<file path="src/rtl/branch_pkg.sv">
// Shared branch-prediction types: saturating counter encoding, PHT FSM states,
// and the global history width shared with the history shift register.
package branch_pkg;
  localparam int PHT_IDX_W = 8;

  typedef logic [1:0] ctr_t;

  localparam ctr_t CTR_SNT = 2'b00;
  localparam ctr_t CTR_WNT = 2'b01;
  localparam ctr_t CTR_WT  = 2'b10;
  localparam ctr_t CTR_ST  = 2'b11;

  typedef enum logic {INIT, RUN} pht_state_e;
endpackage

</file>
<file path="src/rtl/sat_ctr2.sv">
// 2-bit saturating counter next-value function; shared by any counter table.
module sat_ctr2
  import branch_pkg::*;
(
  input  ctr_t ctr,
  input  logic taken,
  output ctr_t nxt
);
  always_comb begin
    nxt = ctr;
    if (taken && ctr != CTR_ST)
      nxt = ctr + 2'd1;
    else if (!taken && ctr != CTR_SNT)
      nxt = ctr - 2'd1;
  end
endmodule

</file>
<file path="src/rtl/gshare_pht.sv">
// gshare pattern history table: PC^history indexed 2-bit counters with a
// registered prediction port, an execute-stage training port and an init sweep.
module gshare_pht
  import branch_pkg::*;
#(
  parameter int   IDX_W    = PHT_IDX_W,
  parameter ctr_t CTR_INIT = CTR_WNT
) (
  input  logic             clk,
  input  logic             rst,
  input  logic             pred_req,
  input  logic [31:0]      pred_pc,
  input  logic [IDX_W-1:0] ghr,
  output logic             pred_valid,
  output logic             pred_taken,
  output logic [IDX_W-1:0] pred_idx,
  input  logic             upd_en,
  input  logic [31:0]      upd_pc,
  input  logic [IDX_W-1:0] upd_ghr,
  input  logic             upd_taken,
  output logic             ready
);
  localparam int DEPTH = 2**IDX_W;

  pht_state_e       state;
  logic [IDX_W-1:0] sweep_cnt;
  ctr_t             ctr_q [DEPTH];

  logic [IDX_W-1:0] rd_idx, upd_idx, wr_idx;
  ctr_t             upd_nxt, wr_val;
  logic             wr_en;

  assign rd_idx  = pred_pc[IDX_W+1:2] ^ ghr;
  assign upd_idx = upd_pc[IDX_W+1:2] ^ upd_ghr;

  // PC bits outside the index window carry no information for this table
  logic unused_pc;
  assign unused_pc = ^{pred_pc[31:IDX_W+2], pred_pc[1:0],
                       upd_pc[31:IDX_W+2], upd_pc[1:0]};

  sat_ctr2 u_sat (
    .ctr   (ctr_q[upd_idx]),
    .taken (upd_taken),
    .nxt   (upd_nxt)
  );

  // Single write port: the sweep owns it in INIT, training owns it in RUN
  always_comb begin
    wr_en  = 1'b0;
    wr_idx = sweep_cnt;
    wr_val = CTR_INIT;
    if (!rst) begin
      if (state == INIT) begin
        wr_en = 1'b1;
      end else if (upd_en) begin
        wr_en  = 1'b1;
        wr_idx = upd_idx;
        wr_val = upd_nxt;
      end
    end
  end

  always_ff @(posedge clk) begin
    if (wr_en) ctr_q[wr_idx] <= wr_val;
  end

  always_ff @(posedge clk) begin
    if (rst) begin
      state      <= INIT;
      sweep_cnt  <= '0;
      ready      <= 1'b0;
      pred_valid <= 1'b0;
      pred_taken <= 1'b0;
      pred_idx   <= '0;
    end else begin
      case (state)
        INIT: begin
          pred_valid <= 1'b0;
          sweep_cnt  <= sweep_cnt + 1'b1;
          if (sweep_cnt == IDX_W'(DEPTH-1)) begin
            state <= RUN;
            ready <= 1'b1;
          end
        end
        RUN: begin
          // Read sees the pre-write value on a same-index collision
          pred_valid <= pred_req;
          if (pred_req) begin
            pred_taken <= ctr_q[rd_idx][1];
            pred_idx   <= rd_idx;
          end
        end
        default: state <= INIT;
      endcase
    end
  end
endmodule

</file>
<file path="config.mk">
export PLATFORM = sky130hd
export DESIGN_NAME = gshare_pht
export DESIGN_NICKNAME = d
export VERILOG_FILES = /design/src/rtl/branch_pkg.sv /design/src/rtl/sat_ctr2.sv /design/src/rtl/gshare_pht.sv
export SDC_FILE = /design/constraint.sdc
export NUM_CORES = 1
export LEC_CHECK = 0
export BUFFER_PORTS_ARGS = -buffer_cell sky130_fd_sc_hd__buf_4
export CAP_MARGIN = 25
export CELL_PAD_IN_SITES_DETAIL_PLACEMENT = 1
export CELL_PAD_IN_SITES_GLOBAL_PLACEMENT = 1
export CORE_MARGIN = 8
export CORE_UTILIZATION = 35
export CTS_CLUSTER_DIAMETER = 150
export DETAILED_ROUTE_END_ITERATION = 16
export GPL_ROUTABILITY_DRIVEN = 0
export HOLD_SLACK_MARGIN = 0.05
export PLACE_DENSITY_LB_ADDON = 0.15
export SETUP_SLACK_MARGIN = 0.4
export SLEW_MARGIN = 5
export SYNTH_ARGS = -nofsm -noshare
export SYNTH_HDL_FRONTEND = slang
export SYNTH_SLANG_ARGS = --single-unit
</file>
<file path="constraint.sdc">
create_clock -name clk -period 23.2 [get_ports clk]
set_input_delay 4.64 -clock clk [delete_from_list [all_inputs] [get_ports clk]]
set_output_delay 4.64 -clock clk [all_outputs]
set_load 0.02 [all_outputs]
</file>
==> key figures, run 1 <==
Run status
  • Run status: completed

STA
  • Max Fclk: 89.4 MHz
  • Final slew viol count: 0
  • Final hold vios: 0
  • Final period util: 48.2%
  • Slew @ Worst Pin: between 1 and 1.5 ns
  • Worst rel slew slack: 33.0%
  • Final setup vio count: 0
  • Final hold slack: 0.483 ns
  • Unrepaired setup endpoints after global routing: false
  • Final worst slack: approximately 12 ns
  • Clk_skew: 0.0142 ns
  • Post-route minimum period: 11.18 ns
  • Setup TNS: 0 ns

Setup path
  • CP Cell Sequence: buf_4 > xor2_4 > buf_4 > buf_4 > mux4_2 > a22oi_1 > a21oi_1 > nor4_1 > a31oi_1 > and2_1 > ha_1 > mux2i_1 > nor2_1 > mux2i_4 > buf_4 > buf_4
  • CP max stage delay: 0.76 ns
  • Critical path fanouts, max: 72
  • Data required, critical path: 23.51 ns
  • Worst setup SP type: input pin
  • Crit path DAT: 11.49 ns
  • Crit Path Class: input pin to register
  • CP delay by family, top: buffers and inverters
  • R2R setup slack: around 18 ns
  • CP endpoint kind: register
  • Critical path's most frequent cell: buf_4
  • Worst path bufs/invs: 5
  • CP max stage cell: buf_4

Global routing
  • Largest net degree at the start of global routing: roughly 120
  • Antenna violations before repair: 0
  • First-pass GRT wire length: 109 mm
  • GRT overflow: 0
  • GRT Overall Usage: 19.2%
  • Vias in the first global route: 14900

Drt
  • Iteration-0 DRC Markers: 1200
  • Via Count: about 14000
  • Routed len/inst: 30.8 um
  • Antenna viol nets, final: 0
  • Vias per cell: 5.67
  • Total routed wirelength: 74.9 mm
  • DR pass1 iterations: 5
  • DRC: 0

Floorplanning
  • Die W: 278 um
  • Ports: 96
  • Core area: 0.0683 mm2
  • Die ar.: 0.0774 mm2
  • Initial Util: 35.2%
  • Row count: 96
  • Die Ht: ~280 um

Place
  • Detailed placement HPWL: 44.3 mm
  • Dpl ws: 11.13 ns
  • Count of input and output buffers: 47
  • Post-DP Area: 0.0255 mm2

Min path
  • Hold crit path type: register to register

Cells and area
  • Commonest non-fill, non-tap cell in the layout: edfxtp_1
  • Ratio of cells with drive above 1 in the final layout: 26.4%
  • P&R area growth vs syn: 14.4%
  • Commonest non-fill, non-tap cells in the layout: edfxtp_1, nor2_1, mux4_2, nand2_1, buf_4
  • Post-route design area: between 0.02 and 0.03 mm2
  • Nets: 1589

Synth
  • Syn. warnings: 0
  • Flops & latches, synth: 532
  • Synth top area share: 63.9%
  • Post-Syn Instances: 1446
  • Synth unique cells: 52
  • Top FF cell, synth: edfxtp_1
  • Mapped cell area: around 0.024 mm2
  • Syn_nets: ~1500
  • Async SR Flop Fraction: 0%
  • Synth area leader: edfxtp_1
  • Synth top area cells: edfxtp_1, mux4_2, nor2_1, dfxtp_1, nand2_1
  • Syn avg cell area: 16.6 um2
  • Number of synthesized flops with an enable pin: 512
  • Sequential share of the synthesized area: 65.6%

Clock network
  • Clock sinks: 532
  • Cts repair resizes: 0
  • Htree depth: 2
  • Postcts setup bufs: 0
  • Clock Path Buffers: 3
  • Clock Latency Late Sink: between 0.6 and 0.7 ns
  • CTS tree: done
  • Total CTS buffers: 58
  • Hold_buf cts: 0
  • Clk slew on worst S/H paths: 0.06 ns
  • CTS Root Cell: clkbuf_16

Pwr
  • Static leakage: 9.46 nW
  • Worst vdd ir: 0.0000477 V
  • Power Total: between 2 and 2.5 mW
  • PD cells: 79.7 mW/mm2

Flow run
  • Max Cap Viol: 0
## area by class of cell
type,instances,area (um2)
Fill cell,6678,40800
Sequential cell,532,15800
Multi-Input combinational cell,820,8000
Clock buffer,67,1510
Tap cell,882,1100
Timing Repair Buffer,86,679
Clock inverter,39,447
Inverter,3,11.3
Antenna cell,1,2.50
## routing by layer
layer	vias up	wire length, um	GRT usage [%]
met3	100	3820	2.89
li1	5858	-	-
met5	-	0	0
met4	0	1590	4.56
met1	7446	32000	25.7
met2	378	37500	32.9
## worst register-to-register path: stages, from the launching register on
cell	delay (ns)
edfxtp_1	0.40
mux4_2	0.48
mux2i_1	0.31
nor3_1	0.08
nor3_1	0.50
a31oi_1	0.30
and2_1	0.27
ha_1	0.23
mux2i_1	0.20
nor2_1	0.09
mux2i_4	0.66
buf_4	0.63
buf_4	0.67
## synthesized netlist by cell type (2+ instances only)
| cell | count |
|---|---|
| mux2_2 | 2 |
| inv_1 | 3 |
| buf_6 | 7 |
| a31oi_1 | 7 |
| nor4_1 | 3 |
| dfxtp_1 | 20 |
| nor3_1 | 13 |
| buf_1 | 2 |
| buf_4 | 5 |
| edfxtp_1 | 512 |
| ha_1 | 3 |
| a21oi_1 | 18 |
| o31ai_1 | 4 |
| a311oi_1 | 2 |
| a32oi_1 | 2 |
| clkbuf_1 | 55 |
| nand2_1 | 98 |
| o21ai_0 | 11 |
| nand3_1 | 24 |
| xnor2_1 | 14 |
| nand3b_1 | 5 |
| buf_2 | 19 |
| a41oi_1 | 2 |
| nor2_1 | 307 |
| xor2_2 | 2 |
| xor2_1 | 14 |
| nand2b_1 | 4 |
| and2_1 | 3 |
| and3_1 | 5 |
| mux2i_1 | 13 |
| nand4_1 | 4 |
| a22oi_1 | 19 |
| buf_12 | 2 |
| mux4_1 | 6 |
| nor2b_1 | 3 |
| a211oi_1 | 7 |
| a22o_1 | 2 |
| mux4_2 | 207 |
| o21a_1 | 4 |
## power by group
group / internal [mW] / switching (mW) / total [mW] / leakage [nW]
Clock: 0.573 / 0.389 / 0.962 / 0.957
Combinational: 0.0722 / 0.120 / 0.193 / 2.67
Sequential: 1.04 / 0.000858 / 1.04 / 5.83
## kinds of logic after synthesis
| logic type | Yosys count | share of synthesized area (%) |
|---|---|---|
| multiplexers | 228 | 20.7 |
| flip-flops | 532 | 65.6 |
| XOR/XNOR | 30 | 1.15 |
| AND/OR/NAND/NOR | 473 | 7.94 |
| buffers and inverters | 94 | 2.04 |
| adder cells (fa/ha/maj) | 3 | 0.156 |
| AO/OA/AOI/OAI | 86 | 2.49 |
## flip-flops by register name (all words and copies together), names as in the netlist
| name | flops |
|---|---|
| ctr_q | 512 |
| pred_idx | 8 |
| pred_taken | 1 |
| pred_valid | 1 |
| ready | 1 |
| state | 1 |
| sweep_cnt | 8 |
## worst paths after layout
path	startpoint	to	cells after the start
worst max-delay path	upd_ghr[0]	ctr_q[185][0]	16
worst min-delay path	ready	ready	2
worst max register to register	ctr_q[154][1]	ctr_q[185][0]	12
worst min register to register	ready	ready	2
## stage by stage
step,util [%],instances
after CTS,40.2,2424
after floorplan,-,1446
after detailed placement,37.3,2318
after global placement,37.3,2317
final,40.3,2430
after global routing,40.3,2429
Note: power is estimated with default switching activity, not from simulation.
==> inputs of run 2 (changes only) <==
ABC_AREA = 1   (was unset)
clock period = 10.45 ns   (was 23.2 ns; I/O delays follow)
==> key figures, run 2 <==
Cells and area
  • Nets: 2795 (+76%)
  • Final Util: 39.7% (-0.59 points)
  • Largest registers: ctr_q (512), pred_idx (8), sweep_cnt (8)
  • Ratio of cells with drive above 1 in the final layout: 9.18% (-17 points)
  • Commonest non-fill, non-tap cell in the layout: nand2_1
  • Fin cells: 3714 (+53%)
  • Antenna fix cells: 0 (-1)
  • Commonest non-fill, non-tap cells in the layout: nand2_1, nand3_1, edfxtp_1, nor2_1, inv_1
  • Top reg by flops: ctr_q
  • P&R area growth vs syn: 12.3%
  • Largest register FFs: 512 (unchanged)

Clock network
  • Htree depth: 2 (unchanged)
  • Cts repair resizes: 0 (unchanged)
  • CTS tree: done
  • Postcts setup bufs: 0 (unchanged)
  • Total CTS buffers: 60 (+3.4%)
  • Clock Path Buffers: 3 (unchanged)
  • Clock Latency Late Sink: 0.64 ns (+0.03 ns)
  • Clk slew on worst S/H paths: 0.06 ns (about the same)
  • CTS Root Cell: clkbuf_16
  • Clock sinks: 532 (unchanged)
  • Hold_buf cts: 0 (unchanged)

Drt
  • DRC: 0 (unchanged)
  • Iteration-0 DRC Markers: 1677 (+40%)
  • DR pass1 iterations: 5 (unchanged)
  • Vias per cell: 5.55 (-2.1%)
  • Routed len/inst: 25.3 um (-18%)
  • Via Count: 20600 (+50%)
  • Antenna viol nets, final: 0 (unchanged)
  • Total routed wirelength: 93.9 mm (+25%)

Run status
  • Run status: completed

STA
  • Final setup vio count: 0 (unchanged)
  • Clk_skew: 0.0365 ns (+0.0223 ns)
  • Final slew viol count: 0 (unchanged)
  • Setup TNS: 0 ns (unchanged)
  • Post-route minimum period: 6.77 ns
  • Worst rel slew slack: 25.6% (-7.5 points)
  • Max Fclk: 148 MHz
  • Slew @ Worst Pin: 1.12 ns (+0.113 ns)
  • Final period util: 64.8%
  • Final hold vios: 0 (unchanged)
  • Unrepaired setup endpoints after global routing: false

Synth
  • Mapped cell area: 0.0258 mm2 (+7.2%)
  • Synth area leader: edfxtp_1
  • Post-Syn Instances: 2747 (+90%)
  • Async SR Flop Fraction: 0% (unchanged)
  • Syn_nets: 2835 (+85%)
  • Count leader, synth: nand2_1
  • Syn. warnings: 0 (unchanged)
  • Sequential share of the synthesized area: 61.2% (-4.4 points)
  • Top FF cell, synth: edfxtp_1
  • Synth unique cells: 31 (-40%)
  • Flops & latches, synth: 532 (unchanged)
  • Commonest cells post-synth: nand2_1, nand3_1, edfxtp_1
  • Synth top area share: 59.6% (-4.3 points)
  • Synth top area cells: edfxtp_1, nand3_1, nand2_1, nor2_1, o211ai_1
  • Number of synthesized flops with an enable pin: 512 (unchanged)
  • Syn avg cell area: 9.39 um2 (-44%)

Setup path
  • Crit Path Class: input pin to register
  • Critical path's most frequent cell: nand3_1
  • CP delay by family, top: simple AND/OR/NAND/NOR gates
  • Worst path bufs/invs: 4 (-1)
  • CP max stage cell: nand2_8
  • CP Cell Sequence: buf_4 > inv_1 > nand2_2 > nand2_8 > buf_12 > nand2_1 > nand3_1 > nand3_1 > nand3_1 > nand3_1 > nand3_1 > nand3_1 > nand3_1 > nand2_1 > ha_1 > nor2_1 > nor2_1 > nand3_1 > nand3_4 > buf_4
  • CP max stage delay: 0.73 ns (-0.03 ns)
  • Data required, critical path: 10.71 ns (-12.80 ns)
  • Worst setup SP type: input pin
  • Crit path DAT: 7.03 ns (-4.46 ns)
  • CP endpoint kind: register
  • Critical path fanouts, max: 128 (+78%)

Pwr
  • Clk pwr share: 40.9% (-3.0 points)
  • Internal cell power: 3.62 mW (+120%)
  • Combinational share of power: 12.5% (+3.7 points)
  • Static leakage: 10.6 nW (+12%)
  • NetSw: 1.32 mW (+160%)
  • Switching share of total power: 26.8% (+3.5 points)
  • Power Total: 4.94 mW (+130%)
  • Sequential share of power: 46.6% (-0.7 points)
  • Worst vdd ir: 0.000121 V (+150%)
  • PD cells: 171 mW/mm2 (+110%)

Global routing
  • GRT overflow: 0 (unchanged)
  • Vias in the first global route: 22100 (+48%)
  • Antenna violations before repair: 1 (+1)
  • Largest net degree at the start of global routing: 137 (+11%)
  • GRT Overall Usage: 22.5% (+3.3 points)
  • First-pass GRT wire length: 140 mm (+29%)

Min path
  • Hold crit path type: register to register

Floorplanning
  • Die Ht: 287 um (+3.3%)
  • Initial Util: 35.4% (+0.14 points)
  • Die W: 287 um (+3.3%)
  • Core area: 0.0730 mm2 (+6.7%)
  • Ports: 96 (unchanged)
  • Die ar.: 0.0826 mm2 (+6.8%)
  • Row count: 99 (+3.1%)

Flow run
  • Max Cap Viol: 0 (unchanged)

Place
  • Detailed placement HPWL: 50.9 mm (+15%)
  • Placed cells: 3603 (+55%)
  • Count of input and output buffers: 47 (unchanged)
==> run 2: changes by cell type after synthesis, moves of 13 or more <==
cell      previous run  this run
a22oi_1             19         0
buf_1                2        23
buf_2               19        85
clkbuf_1            55        78
inv_1                3       124
mux2i_1             13         0
mux4_2             207         0
nand2_1             98       757
nand2_2              0        19
nand3_1             24       652
nor2_1             307       270
o211ai_1             0        76
o21ai_0             11        41
==> run 2: path summary, 6_finish.rpt <==
kind	to	slack, ns	startpoint	cells after the start
hold reg to reg	ready	0.49	ready	1
setup / recovery	ctr_q[228][0]	3.68	upd_ghr[0]	20
setup reg to reg	ctr_q[228][0]	6.53	ctr_q[225][1]	16
hold / removal	ready	0.49	ready	1
==> run 2: kinds of logic after synthesis <==
| family | Yosys count | synth area share (%) |
|---|---|---|
| AND/OR/NAND/NOR | 1723 | 29.0 |
| XOR/XNOR | 18 | 0.640 |
| adder cells (fa/ha/maj) | 3 | 0.146 |
| flip-flops | 532 | 61.2 |
| AO/OA/AOI/OAI | 147 | 3.85 |
| buffers and inverters | 324 | 5.19 |
==> run 2: power by group through the flow <==
| stage | logic (mW) | registers (mW) | clock network, mW |
|---|---|---|---|
| final | 0.617 | 2.30 | 2.02 |
| after global routing | 0.663 | 2.30 | 2.14 |
| after CTS | 0.615 | 2.30 | 2.07 |
| after detailed placement | 0.613 | 2.35 | 0 |
| after global placement | 0.604 | 2.35 | 0 |
| after floorplan | 0.358 | 2.35 | 0 |
==> run 2: worst register-to-register path: cells and delay by family, from the launching register on <==
| kind | cells | cell delay [ns] |
|---|---|---|
| adders and majority gates | 1 | 0.19 |
| and+or+nand+nor | 13 | 2.29 |
| DFF | 1 | 0.41 |
| buffers and inverters | 2 | 0.65 |
==> run 2: layer usage <==
metal | up-vias | wire length [um] | GRT usage [%]
met5 | - | 0 | 0
met4 | 0 | 3020 | 7.36
met3 | 175 | 4920 | 3.30
met2 | 510 | 45100 | 38.2
met1 | 10600 | 40900 | 29.4
li1 | 9357 | - | -
==> run 2: stage by stage <==
stage	hold slack, ns	setup WS, ns	cell area [um2]
after global placement	0.467	3.30	27100
final	0.487	3.68	29000
after global routing	0.531	3.35	29000
after CTS	0.500	3.79	28900
after detailed placement	0.474	3.18	27100
after floorplan	0.465	1.61	25800
==> run 2: area by class of cell <==
cell class                 count  area, um2
sequential                   532      15800
multi-input combinational   1891       8870
inverter                     135        507
tap                          959       1200
fill                        8221      44000
clock inverter                29        226
timing repair buffer          87        756
clock buffer                  81       1620
